File: src/rtl/calc_arbiter_pkg.sv
// Shared constants and types for the calculator sequencer/arbiter.
// Operation codes match the calculator's MODO input.
package calc_pkg;

  localparam int CALC_DATA_W = 4;

  localparam logic [1:0] MODO_ADD = 2'b00;
  localparam logic [1:0] MODO_SUB = 2'b01;
  localparam logic [1:0] MODO_MUL = 2'b10;
  localparam logic [1:0] MODO_SHL = 2'b11;

  typedef enum logic [1:0] {
    ST_IDLE    = 2'd0,
    ST_ISSUE   = 2'd1,
    ST_CAPTURE = 2'd2,
    ST_RESP    = 2'd3
  } state_e;

endpackage

File: src/rtl/calc_arbiter_if.sv
// Request, calculator and response channels of the arbiter.
// The slave modport is the arbiter; master is requesters + calculator + consumer.
interface calc_arbiter_if
  import calc_pkg::*;
#(
  parameter int DATA_W = CALC_DATA_W
) ();

  logic [1:0]        req_valid;
  logic [1:0]        req_ready;
  logic [DATA_W-1:0] req0_a;
  logic [DATA_W-1:0] req0_b;
  logic [DATA_W-1:0] req1_a;
  logic [DATA_W-1:0] req1_b;
  logic [1:0]        req0_modo;
  logic [1:0]        req1_modo;

  logic [DATA_W-1:0] calc_a;
  logic [DATA_W-1:0] calc_b;
  logic [1:0]        calc_modo;
  logic [DATA_W-1:0] calc_c;
  logic              calc_rco;

  logic              resp_valid;
  logic              resp_ready;
  logic              resp_id;
  logic [DATA_W-1:0] resp_c;
  logic              resp_rco;

  modport slave (
    input  req_valid, req0_a, req0_b, req1_a, req1_b, req0_modo, req1_modo,
    output req_ready,
    output calc_a, calc_b, calc_modo,
    input  calc_c, calc_rco,
    output resp_valid, resp_id, resp_c, resp_rco,
    input  resp_ready
  );

  modport master (
    output req_valid, req0_a, req0_b, req1_a, req1_b, req0_modo, req1_modo,
    input  req_ready,
    input  calc_a, calc_b, calc_modo,
    output calc_c, calc_rco,
    input  resp_valid, resp_id, resp_c, resp_rco,
    output resp_ready
  );

endinterface

File: src/rtl/calc_arbiter_rr_arb2.sv
// Two-way round-robin grant: combinational from req and last winner,
// the last winner is remembered when a request is accepted.
module rr_arb2 (
  input  logic       clk,
  input  logic       rst,
  input  logic [1:0] req,
  input  logic       accept,
  output logic       grant,
  output logic       grant_valid
);

  logic last_reg;

  always_comb begin
    grant_valid = |req;
    // On a tie the requester that did not win last time goes first.
    if (req == 2'b11) grant = ~last_reg;
    else              grant = req[1];
  end

  always_ff @(posedge clk or posedge rst) begin
    if (rst)         last_reg <= 1'b1;
    else if (accept) last_reg <= grant;
  end

endmodule

File: src/rtl/calc_arbiter.sv
// Shares one registered calculator between two requesters: accept, issue,
// capture the result one cycle later, then hold it until the consumer takes it.
module calc_arbiter
  import calc_pkg::*;
#(
  parameter int DATA_W = CALC_DATA_W,
  parameter int CNT_W  = 8
) (
  input  logic             clk,
  input  logic             rst,
  calc_arbiter_if.slave    bus,
  output logic             busy,
  output logic [CNT_W-1:0] op_count
);

  state_e            state_reg, state_next;
  logic              grant, grant_valid, accept, resp_fire, drive_calc;
  logic [DATA_W-1:0] op_a_reg, op_b_reg, resp_c_reg;
  logic [1:0]        op_modo_reg;
  logic              op_id_reg, resp_id_reg, resp_rco_reg;
  logic [CNT_W-1:0]  count_reg;

  rr_arb2 u_arb (
    .clk         (clk),
    .rst         (rst),
    .req         (bus.req_valid),
    .accept      (accept),
    .grant       (grant),
    .grant_valid (grant_valid)
  );

  // Ready is withheld while rst is high so it reads 0 during reset.
  generate
    for (genvar gi = 0; gi < 2; gi++) begin : g_ready
      assign bus.req_ready[gi] = (state_reg == ST_IDLE) && !rst && grant_valid
                                 && (grant == 1'(gi));
    end
  endgenerate

  assign accept = |(bus.req_valid & bus.req_ready);

  always_ff @(posedge clk or posedge rst) begin
    if (rst) state_reg <= ST_IDLE;
    else     state_reg <= state_next;
  end

  always_comb begin
    state_next = state_reg;
    drive_calc = 1'b0;
    resp_fire  = 1'b0;
    case (state_reg)
      ST_IDLE:    if (accept) state_next = ST_ISSUE;
      ST_ISSUE: begin
        drive_calc = 1'b1;
        state_next = ST_CAPTURE;
      end
      ST_CAPTURE: begin
        drive_calc = 1'b1;
        state_next = ST_RESP;
      end
      ST_RESP: begin
        resp_fire = bus.resp_ready;
        if (resp_fire) state_next = ST_IDLE;
      end
      default:    state_next = ST_IDLE;
    endcase
  end

  always_ff @(posedge clk or posedge rst) begin
    if (rst) begin
      op_a_reg     <= '0;
      op_b_reg     <= '0;
      op_modo_reg  <= '0;
      op_id_reg    <= 1'b0;
      resp_c_reg   <= '0;
      resp_rco_reg <= 1'b0;
      resp_id_reg  <= 1'b0;
      count_reg    <= '0;
    end else begin
      if (accept) begin
        op_a_reg    <= grant ? bus.req1_a    : bus.req0_a;
        op_b_reg    <= grant ? bus.req1_b    : bus.req0_b;
        op_modo_reg <= grant ? bus.req1_modo : bus.req0_modo;
        op_id_reg   <= grant;
      end
      // The calculator's output register is valid during CAPTURE.
      if (state_reg == ST_CAPTURE) begin
        resp_c_reg   <= bus.calc_c;
        resp_rco_reg <= bus.calc_rco;
        resp_id_reg  <= op_id_reg;
      end
      if (resp_fire) count_reg <= count_reg + CNT_W'(1);
    end
  end

  assign bus.calc_a     = drive_calc ? op_a_reg    : '0;
  assign bus.calc_b     = drive_calc ? op_b_reg    : '0;
  assign bus.calc_modo  = drive_calc ? op_modo_reg : 2'b00;
  assign bus.resp_valid = (state_reg == ST_RESP);
  assign bus.resp_c     = resp_c_reg;
  assign bus.resp_rco   = resp_rco_reg;
  assign bus.resp_id    = resp_id_reg;
  assign busy           = (state_reg != ST_IDLE);
  assign op_count       = count_reg;

endmodule

File: src/flat_wrapper.sv
// flat-port wrapper written by rule: the top's interface ports become plain ports
module calc_arbiter_flat import calc_pkg::*;
#(
  parameter int DATA_W = CALC_DATA_W,
  parameter int CNT_W  = 8
)
  (clk, rst, busy, op_count, bus_req_valid, bus_req0_a, bus_req0_b, bus_req1_a, bus_req1_b, bus_req0_modo, bus_req1_modo, bus_req_ready, bus_calc_a, bus_calc_b, bus_calc_modo, bus_calc_c, bus_calc_rco, bus_resp_valid, bus_resp_id, bus_resp_c, bus_resp_rco, bus_resp_ready);
  calc_arbiter_if #(.DATA_W(DATA_W)) bus_i ();
  input  logic clk;
  input  logic rst;
  output logic busy;
  output logic [CNT_W-1:0] op_count;
  input wire logic [$bits(bus_i.req_valid)-1:0] bus_req_valid;
  input wire logic [$bits(bus_i.req0_a)-1:0] bus_req0_a;
  input wire logic [$bits(bus_i.req0_b)-1:0] bus_req0_b;
  input wire logic [$bits(bus_i.req1_a)-1:0] bus_req1_a;
  input wire logic [$bits(bus_i.req1_b)-1:0] bus_req1_b;
  input wire logic [$bits(bus_i.req0_modo)-1:0] bus_req0_modo;
  input wire logic [$bits(bus_i.req1_modo)-1:0] bus_req1_modo;
  output wire logic [$bits(bus_i.req_ready)-1:0] bus_req_ready;
  output wire logic [$bits(bus_i.calc_a)-1:0] bus_calc_a;
  output wire logic [$bits(bus_i.calc_b)-1:0] bus_calc_b;
  output wire logic [$bits(bus_i.calc_modo)-1:0] bus_calc_modo;
  input wire logic [$bits(bus_i.calc_c)-1:0] bus_calc_c;
  input wire logic [$bits(bus_i.calc_rco)-1:0] bus_calc_rco;
  output wire logic [$bits(bus_i.resp_valid)-1:0] bus_resp_valid;
  output wire logic [$bits(bus_i.resp_id)-1:0] bus_resp_id;
  output wire logic [$bits(bus_i.resp_c)-1:0] bus_resp_c;
  output wire logic [$bits(bus_i.resp_rco)-1:0] bus_resp_rco;
  input wire logic [$bits(bus_i.resp_ready)-1:0] bus_resp_ready;
  assign bus_i.req_valid = bus_req_valid;
  assign bus_i.req0_a = bus_req0_a;
  assign bus_i.req0_b = bus_req0_b;
  assign bus_i.req1_a = bus_req1_a;
  assign bus_i.req1_b = bus_req1_b;
  assign bus_i.req0_modo = bus_req0_modo;
  assign bus_i.req1_modo = bus_req1_modo;
  assign bus_req_ready = bus_i.req_ready;
  assign bus_calc_a = bus_i.calc_a;
  assign bus_calc_b = bus_i.calc_b;
  assign bus_calc_modo = bus_i.calc_modo;
  assign bus_i.calc_c = bus_calc_c;
  assign bus_i.calc_rco = bus_calc_rco;
  assign bus_resp_valid = bus_i.resp_valid;
  assign bus_resp_id = bus_i.resp_id;
  assign bus_resp_c = bus_i.resp_c;
  assign bus_resp_rco = bus_i.resp_rco;
  assign bus_i.resp_ready = bus_resp_ready;
  calc_arbiter #(.DATA_W(DATA_W), .CNT_W(CNT_W)) u_core (.clk(clk), .rst(rst), .bus(bus_i), .busy(busy), .op_count(op_count));
endmodule
File: config.mk
export PLATFORM = sky130hd
export DESIGN_NAME = calc_arbiter_flat
export DESIGN_NICKNAME = d
export VERILOG_FILES = /design/src/rtl/calc_arbiter_pkg.sv /design/src/rtl/calc_arbiter_if.sv /design/src/rtl/calc_arbiter_rr_arb2.sv /design/src/rtl/calc_arbiter.sv /design/src/flat_wrapper.sv
export SDC_FILE = /design/constraint.sdc
export NUM_CORES = 1
export LEC_CHECK = 0
export CORE_MARGIN = 2
export CORE_UTILIZATION = 60
export DETAILED_ROUTE_END_ITERATION = 10
export DONT_BUFFER_PORTS = 1
export HOLD_SLACK_MARGIN = 0.05
export MAX_ROUTING_LAYER = met4
export PLACE_DENSITY = 0.87
export SLEW_MARGIN = 20
export SYNTH_ARGS = -nofsm -noshare
export SYNTH_HDL_FRONTEND = slang
export SYNTH_SLANG_ARGS = --single-unit
File: constraint.sdc
create_clock -name clk -period 3.9 [get_ports clk]
set_input_delay 0.39 -clock clk [delete_from_list [all_inputs] [get_ports clk]]
set_output_delay 0.39 -clock clk [all_outputs]
set_load 0.1 [all_outputs]
==> summary.txt, run 1 <==
Placement
  • Post-detail-place hpwl: 1810 um
  • Port Buffers: 0
  • RD Place Congestion: roughly 0.70

Clock tree
  • Clock latency on the worst-skew pair: between 0.3 and 0.4 ns
  • Htree depth: 1
  • Hold-fix buffers at CTS: 0
  • CTS tree: built
  • # clock sinks: 28
  • Clock root buffer: clkbuf_4
  • Worst-path clk slew: around 0.15 ns
  • Clk buf depth: 2
  • Post-CTS Setup Inserts: 0
  • Num CTS Buffers: 3
  • Post-CTS sizing: 0

Routing
  • Residual DRC: 0
  • Routed vias: 849
  • DR pass1 iterations: 4
  • Final ANT Viol Nets: 0
  • Routed len/inst: 16.9 um
  • WL final: about 2400 um
  • Via-to-Cell Ratio: about 6.1
  • Initial detailed-routing violation count: 6

Final layout
  • NumNets Final: ~150
  • Flip-flop count of the largest register after layout: 8
  • ANT cells: 0
  • Layout area overhead: 3.55%
  • Share of post-route cells with drive strength above 1: between 10% and 20%
  • Fillers: about 180

STA
  • Final hold vios: 0
  • Max Slew Vio Count: 0
  • Max Fclk: between 0.4 and 0.5 GHz
  • Finish-stage setup viols: 0
  • Fin Clk Skew: between 0.015 and 0.02 ns
  • Tcrit/Tclk final: between 60% and 70%
  • Min cycle time layout: 2.49 ns
  • Unrepaired setup endpoints after global routing: false
  • Worst slew margin: a little under a third
  • Setup_tns: 0 ns
  • Worst slew pin tran: ~1.0 ns

Global routing
  • Vias in the first global route: roughly 910
  • GRT Residual Overflow: 0
  • Antenna violations before repair: 0
  • Largest net degree at the start of global routing: 29
  • First-pass GRT wire length: between 3000 and 4000 um
  • Total GRT Usage: between 20% and 30%

Yosys
  • Synth cell count leaders: 27 x dfrtp_1, 11 x and2_1, 10 x a221o_1, 8 x and2_0, 7 x mux2_2
  • Top cell type's share of synthesized area: slightly above 50%
  • Post-Syn Area: roughly 1300 um^2
  • Largest family of logic cells by synthesized area: simple AND/OR/NAND/NOR gates
  • Post-synthesis sequential area ratio: between 50% and 60%
  • Synth warn: 0
  • Synth Area in XOR/XNOR: between 4 and 5%
  • Synth area leader: dfrtp_1
  • Post-synth EDFFs: 0
  • Simple-Gate Fraction of Synth Area: approximately 16%
  • Ys flop type: dfrtp_1
  • Async SR Flop Fraction: 100%
  • Synth unique cells: 29
  • Mapped Cells: between 100 and 150
  • Compound-Gate Fraction of Synth Area: ~10%
  • Syn_nets: approximately 150
  • Syn avg cell area: 12.1 um^2
  • Synth Area in Adders: 4.67%
  • Most numerous cell in the Yosys netlist: dfrtp_1
  • Mux cell area share after synthesis: 7.75%
  • Flops & latches, synth: 28
  • Top cells by area, synth: dfrtp_1 50%, a221o_1 7.5%, mux2_2 5.9%

Critical path
  • CP Capture Type: output port
  • Cell Chain, Critical Path: inv_1 > ha_1 > nor2b_4 > nand2_1 > a21oi_4
  • Crit-path max FO: 13
  • Req. time, crit path: around 3.5 ns
  • R2R depth: 6
  • Data arrival, critical path: approximately 2.1 ns
  • Critical path class: flop to output port
  • Crit-path max cell delay: between 0.7 and 0.8 ns
  • Crit path max-delay cell type: a21oi_4
  • Crit start category: flop

Floorplanning
  • DIE HEIGHT: ~51 um
  • Initial core utilization: between 60% and 70%
  • Core Region: between 2000 and 2500 um^2
  • Die Width: 51.3 um
  • IO Count: 58
  • Die area: between 2000 and 3000 um^2
  • Row cnt: 17

Worst hold path
  • HP Class: input pin to asynchronous set/reset pin

Outcome
  • Status: complete, no violations

Job
  • Max-cap violations: 0
==> through the flow <==
step                setup slack (ns)  utilization, %  cell area [um^2]  hold slack, ns  std cells
finish                          1.41            64.0              1390          0.0151        139
global route                    1.24            64.0              1390          0.0750        139
CTS                             1.39            64.0              1390           0.194        139
detailed placement              1.77            62.7              1360           0.471        135
global placement                1.82            62.7              1360           0.455        135
floorplan                       1.58               -              1340           0.444        111
==> worst max-delay path, delay by kind of cell (launching register included) <==
family	cells	cell delay, ns
buffers and inverters	1	0.12
AOI/OAI and AO/OA	1	0.75
DFF	1	0.41
and+or+nand+nor	2	0.26
adders and majority gates	1	0.21
==> metal layers <==
layer	up-vias	global-route usage, %	wire, um
li1	388	-	-
met1	419	23.9	911
met2	40	37.7	1240
met3	2	3.80	171
met4	0	6.58	23
met5	-	-	0
==> worst paths after layout <==
path / startpoint / to / slack, ns
min reg2reg: u_core.op_id_reg / u_core.op_id_reg / 0.50
min: rst / u_core.op_modo_reg[1] / 0.02
max in group asynchronous: rst / u_core.op_b_reg[1] / 3.42
min in group clk: bus_req1_modo[1] / u_core.op_modo_reg[1] / 0.19
max: u_core.state_reg[0] / bus_req_ready[1] / 1.41
max reg2reg: u_core.state_reg[0] / u_core.op_b_reg[2] / 1.78
==> cell type report <==
cell class                      instances  area [um^2]  share of cell area, %
Tap cell                               28         35.0                   2.52
Clock buffer                            4         26.3                   1.89
Multi-Input combinational cell         72          594                   42.8
Timing Repair Buffer                    1         7.51                  0.541
Sequential cell                        28          702                   50.6
Inverter                                6         22.5                   1.62
==> placed cells by master, fill, tap and decap left out, types with 2 or more instances in the layout <==
master / instances
a221o_1: 10
clkbuf_4: 3
xnor2_1: 6
and2_1: 11
nand2_1: 5
dfrtp_1: 27
inv_1: 5
ha_1: 5
nand4_1: 2
and2_0: 8
nor2_1: 4
mux2_2: 7
==> logic make-up (layout without fill, tap and decap cells) <==
group	after synthesis	count (layout)
adder cells (fa/ha/maj)	5	5
flip-flops	28	28
AND/OR/NAND/NOR	36	36
buffers and inverters	11	11
multiplexers	9	9
AO/OA/AOI/OAI	15	15
XOR/XNOR	7	7
Power of run 1 is not shown: default switching activity piles up to over one toggle a cycle in this logic, so the estimate is an artifact.
==> run 2, diff against run 1 <==
==> constraint.sdc (replaced) <==
create_clock -name clk -period 2.3 [get_ports clk]
set_input_delay 0.23 -clock clk [delete_from_list [all_inputs] [get_ports clk]]
set_output_delay 0.23 -clock clk [all_outputs]
set_load 0.1 [all_outputs]
==> run 2 against run 1 <==
Net effect: setup slack worse by 1.1 ns; clock-buffer cell count stayed put; critical path depth is 1 higher; utilization is 12 points higher; first-iteration DRC count grew to 2.5 times the previous value; die area stayed put; design area is 19% higher; flip-flop and latch count stayed put; wire length is 17% higher; sequential share of layout area is 8.1 points lower; register-to-register slack worse by 1.3 ns; global-route usage is 0.89 points higher; critical path type unchanged.
==> summary.txt, run 2 (synthesis gave the netlist of run 1 again) <==
Final layout
  • Commonest non-fill, non-tap cell in the layout: dfrtp_1
  • NumNets Final: 177
  • Share of post-route cells with drive strength above 1: between 20% and 30%
  • Most frequent cells in the layout: 27 x dfrtp_1, 21 x buf_4, 11 x and2_1, 10 x a221o_1, 9 x dlygate4sd3_1
  • Layout area overhead: 23.2%
  • ANT cells: 0
  • Flip-flop count of the largest register after layout: 8

Clock tree
  • Num CTS Buffers: 3
  • Clk buf depth: 2
  • Clock latency on the worst-skew pair: around 0.32 ns
  • Htree depth: 1
  • Clock root buffer: clkbuf_4
  • Post-CTS sizing: 0
  • CTS tree: built
  • Worst-path clk slew: roughly 0.15 ns
  • # clock sinks: 28

STA
  • Unrepaired setup endpoints after global routing: false
  • Tcrit/Tclk final: between 80% and 90%
  • Final hold vios: 0
  • Worst slew pin tran: approximately 0.96 ns
  • Setup_tns: 0 ns
  • Max Slew Vio Count: 0
  • Worst slew margin: approximately 36%
  • Fin Clk Skew: approximately 0.0099 ns
  • Finish-stage setup viols: 0
  • Max Fclk: approximately 0.5 GHz
  • Min cycle time layout: between 2 and 2.5 ns

Routing
  • Final ANT Viol Nets: 0
  • Routed vias: 975
  • WL final: ~2700 um
  • Via-to-Cell Ratio: just under 6
  • Initial detailed-routing violation count: 15
  • DR pass1 iterations: 4
  • Residual DRC: 0
  • Routed len/inst: roughly 16 um

Floorplanning
  • Row cnt: 17
  • IO Count: between 50 and 60
  • Initial core utilization: 61.8%
  • Core Region: between 2000 and 2500 um^2
  • Die Width: around 51 um
  • Die area: 2630 um^2
  • DIE HEIGHT: 51.3 um

Placement
  • Port Buffers: 0
  • RD Place Congestion: between 0.7 and 0.8
  • Post-detail-place hpwl: between 2000 and 2500 um

Worst hold path
  • HP Class: input pin to flop

Critical path
  • Data arrival, critical path: about 1.8 ns
  • R2R Path End: u_core.op_modo_reg[1]
  • Crit-path max FO: 9
  • R2R depth: 6
  • Crit path to: bus_req_ready[1]
  • Req. time, crit path: a little over 2 ns
  • Crit start category: flop
  • R2r startpoint: u_core.state_reg[0]
  • Critical path class: flop to output port
  • Worst setup path start: u_core.state_reg[0]
  • R2R Setup Slk: between 0.5 and 0.6 ns
  • CP Capture Type: output port

Global routing
  • Vias in the first global route: roughly 950
  • Total GRT Usage: a little over a fifth
  • GRT Residual Overflow: 0
  • Largest net degree at the start of global routing: 29
  • First-pass GRT wire length: ~4200 um
  • Antenna violations before repair: 0

Job
  • Max-cap violations: 0

Outcome
  • Status: complete, no violations
## run 2: changes by cell type in the layout (fill, tap and decap cells not counted), sizes merged
cell / before / now
dlygate4sd3: 0 / 9
buf: 1 / 22
## run 2: timing repair
action	in CTS	in global routing
setup buffers	0	0
hold buffers	3	6
endpoints found under the hold margin	3	32
## run 2: metal layers
layer | vias to the layer above | part of all wire (%) | global-route usage (%)
li1 | 444 | - | -
met1 | 474 | 39 | 27.1
met2 | 48 | 52 | 37.2
met3 | 9 | 6.6 | 4.39
met4 | 0 | 2.5 | 5.70
met5 | - | 0 | -
## run 2: how the worst min path moves through the flow
| stage | endpoint | depth (start not counted) | slack [ns] | startpoint |
|---|---|---|---|---|
| after global routing | u_core.op_a_reg[0] | 1 | 0.06 | bus_req1_a[0] |
| final | u_core.op_b_reg[0] | 1 | 0.05 | bus_req1_b[0] |
| after global placement | u_core.op_b_reg[0] | 1 | 0.38 | bus_req1_b[0] |
| after floorplan | u_core.bus.resp_c[0] | 1 | 0.29 | rst |
| after CTS | u_core.op_b_reg[2] | 1 | 0.05 | bus_req1_b[2] |
| after detailed placement | u_core.op_a_reg[3] | 1 | 0.38 | bus_req1_a[3] |
## run 2: through the flow
step / util, % / cells / hold WS, ns / area, um^2 / setup slack (ns)
after CTS: 73.3 / 163 / 0.0505 / 1590 / 0.269
final: 76.1 / 169 / 0.0531 / 1650 / 0.262
after global placement: 70.7 / 156 / 0.376 / 1530 / 0.647
after global routing: 76.1 / 169 / 0.0567 / 1650 / 0.180
after floorplan: - / 111 / 0.295 / 1340 / 0.343
after detailed placement: 70.7 / 156 / 0.380 / 1530 / 0.554
## run 2: final cells by class
type                       instances  area, um^2
clock buffer                       4        26.3
fill                             140         519
inverter                           6        22.5
multi-input combinational         72         597
sequential                        28         702
tap                               28        35.0
timing repair buffer              31         268
## run 2: worst max-delay path: stages, from the launching register on
cell and delay, ns:
dfrtp_1 0.43, inv_1 0.13, ha_1 0.21, nor2b_4 0.17, nand2_1 0.10, a21oi_4 0.22
buf_12 0.23
Power of run 2 is left out for the same reason.
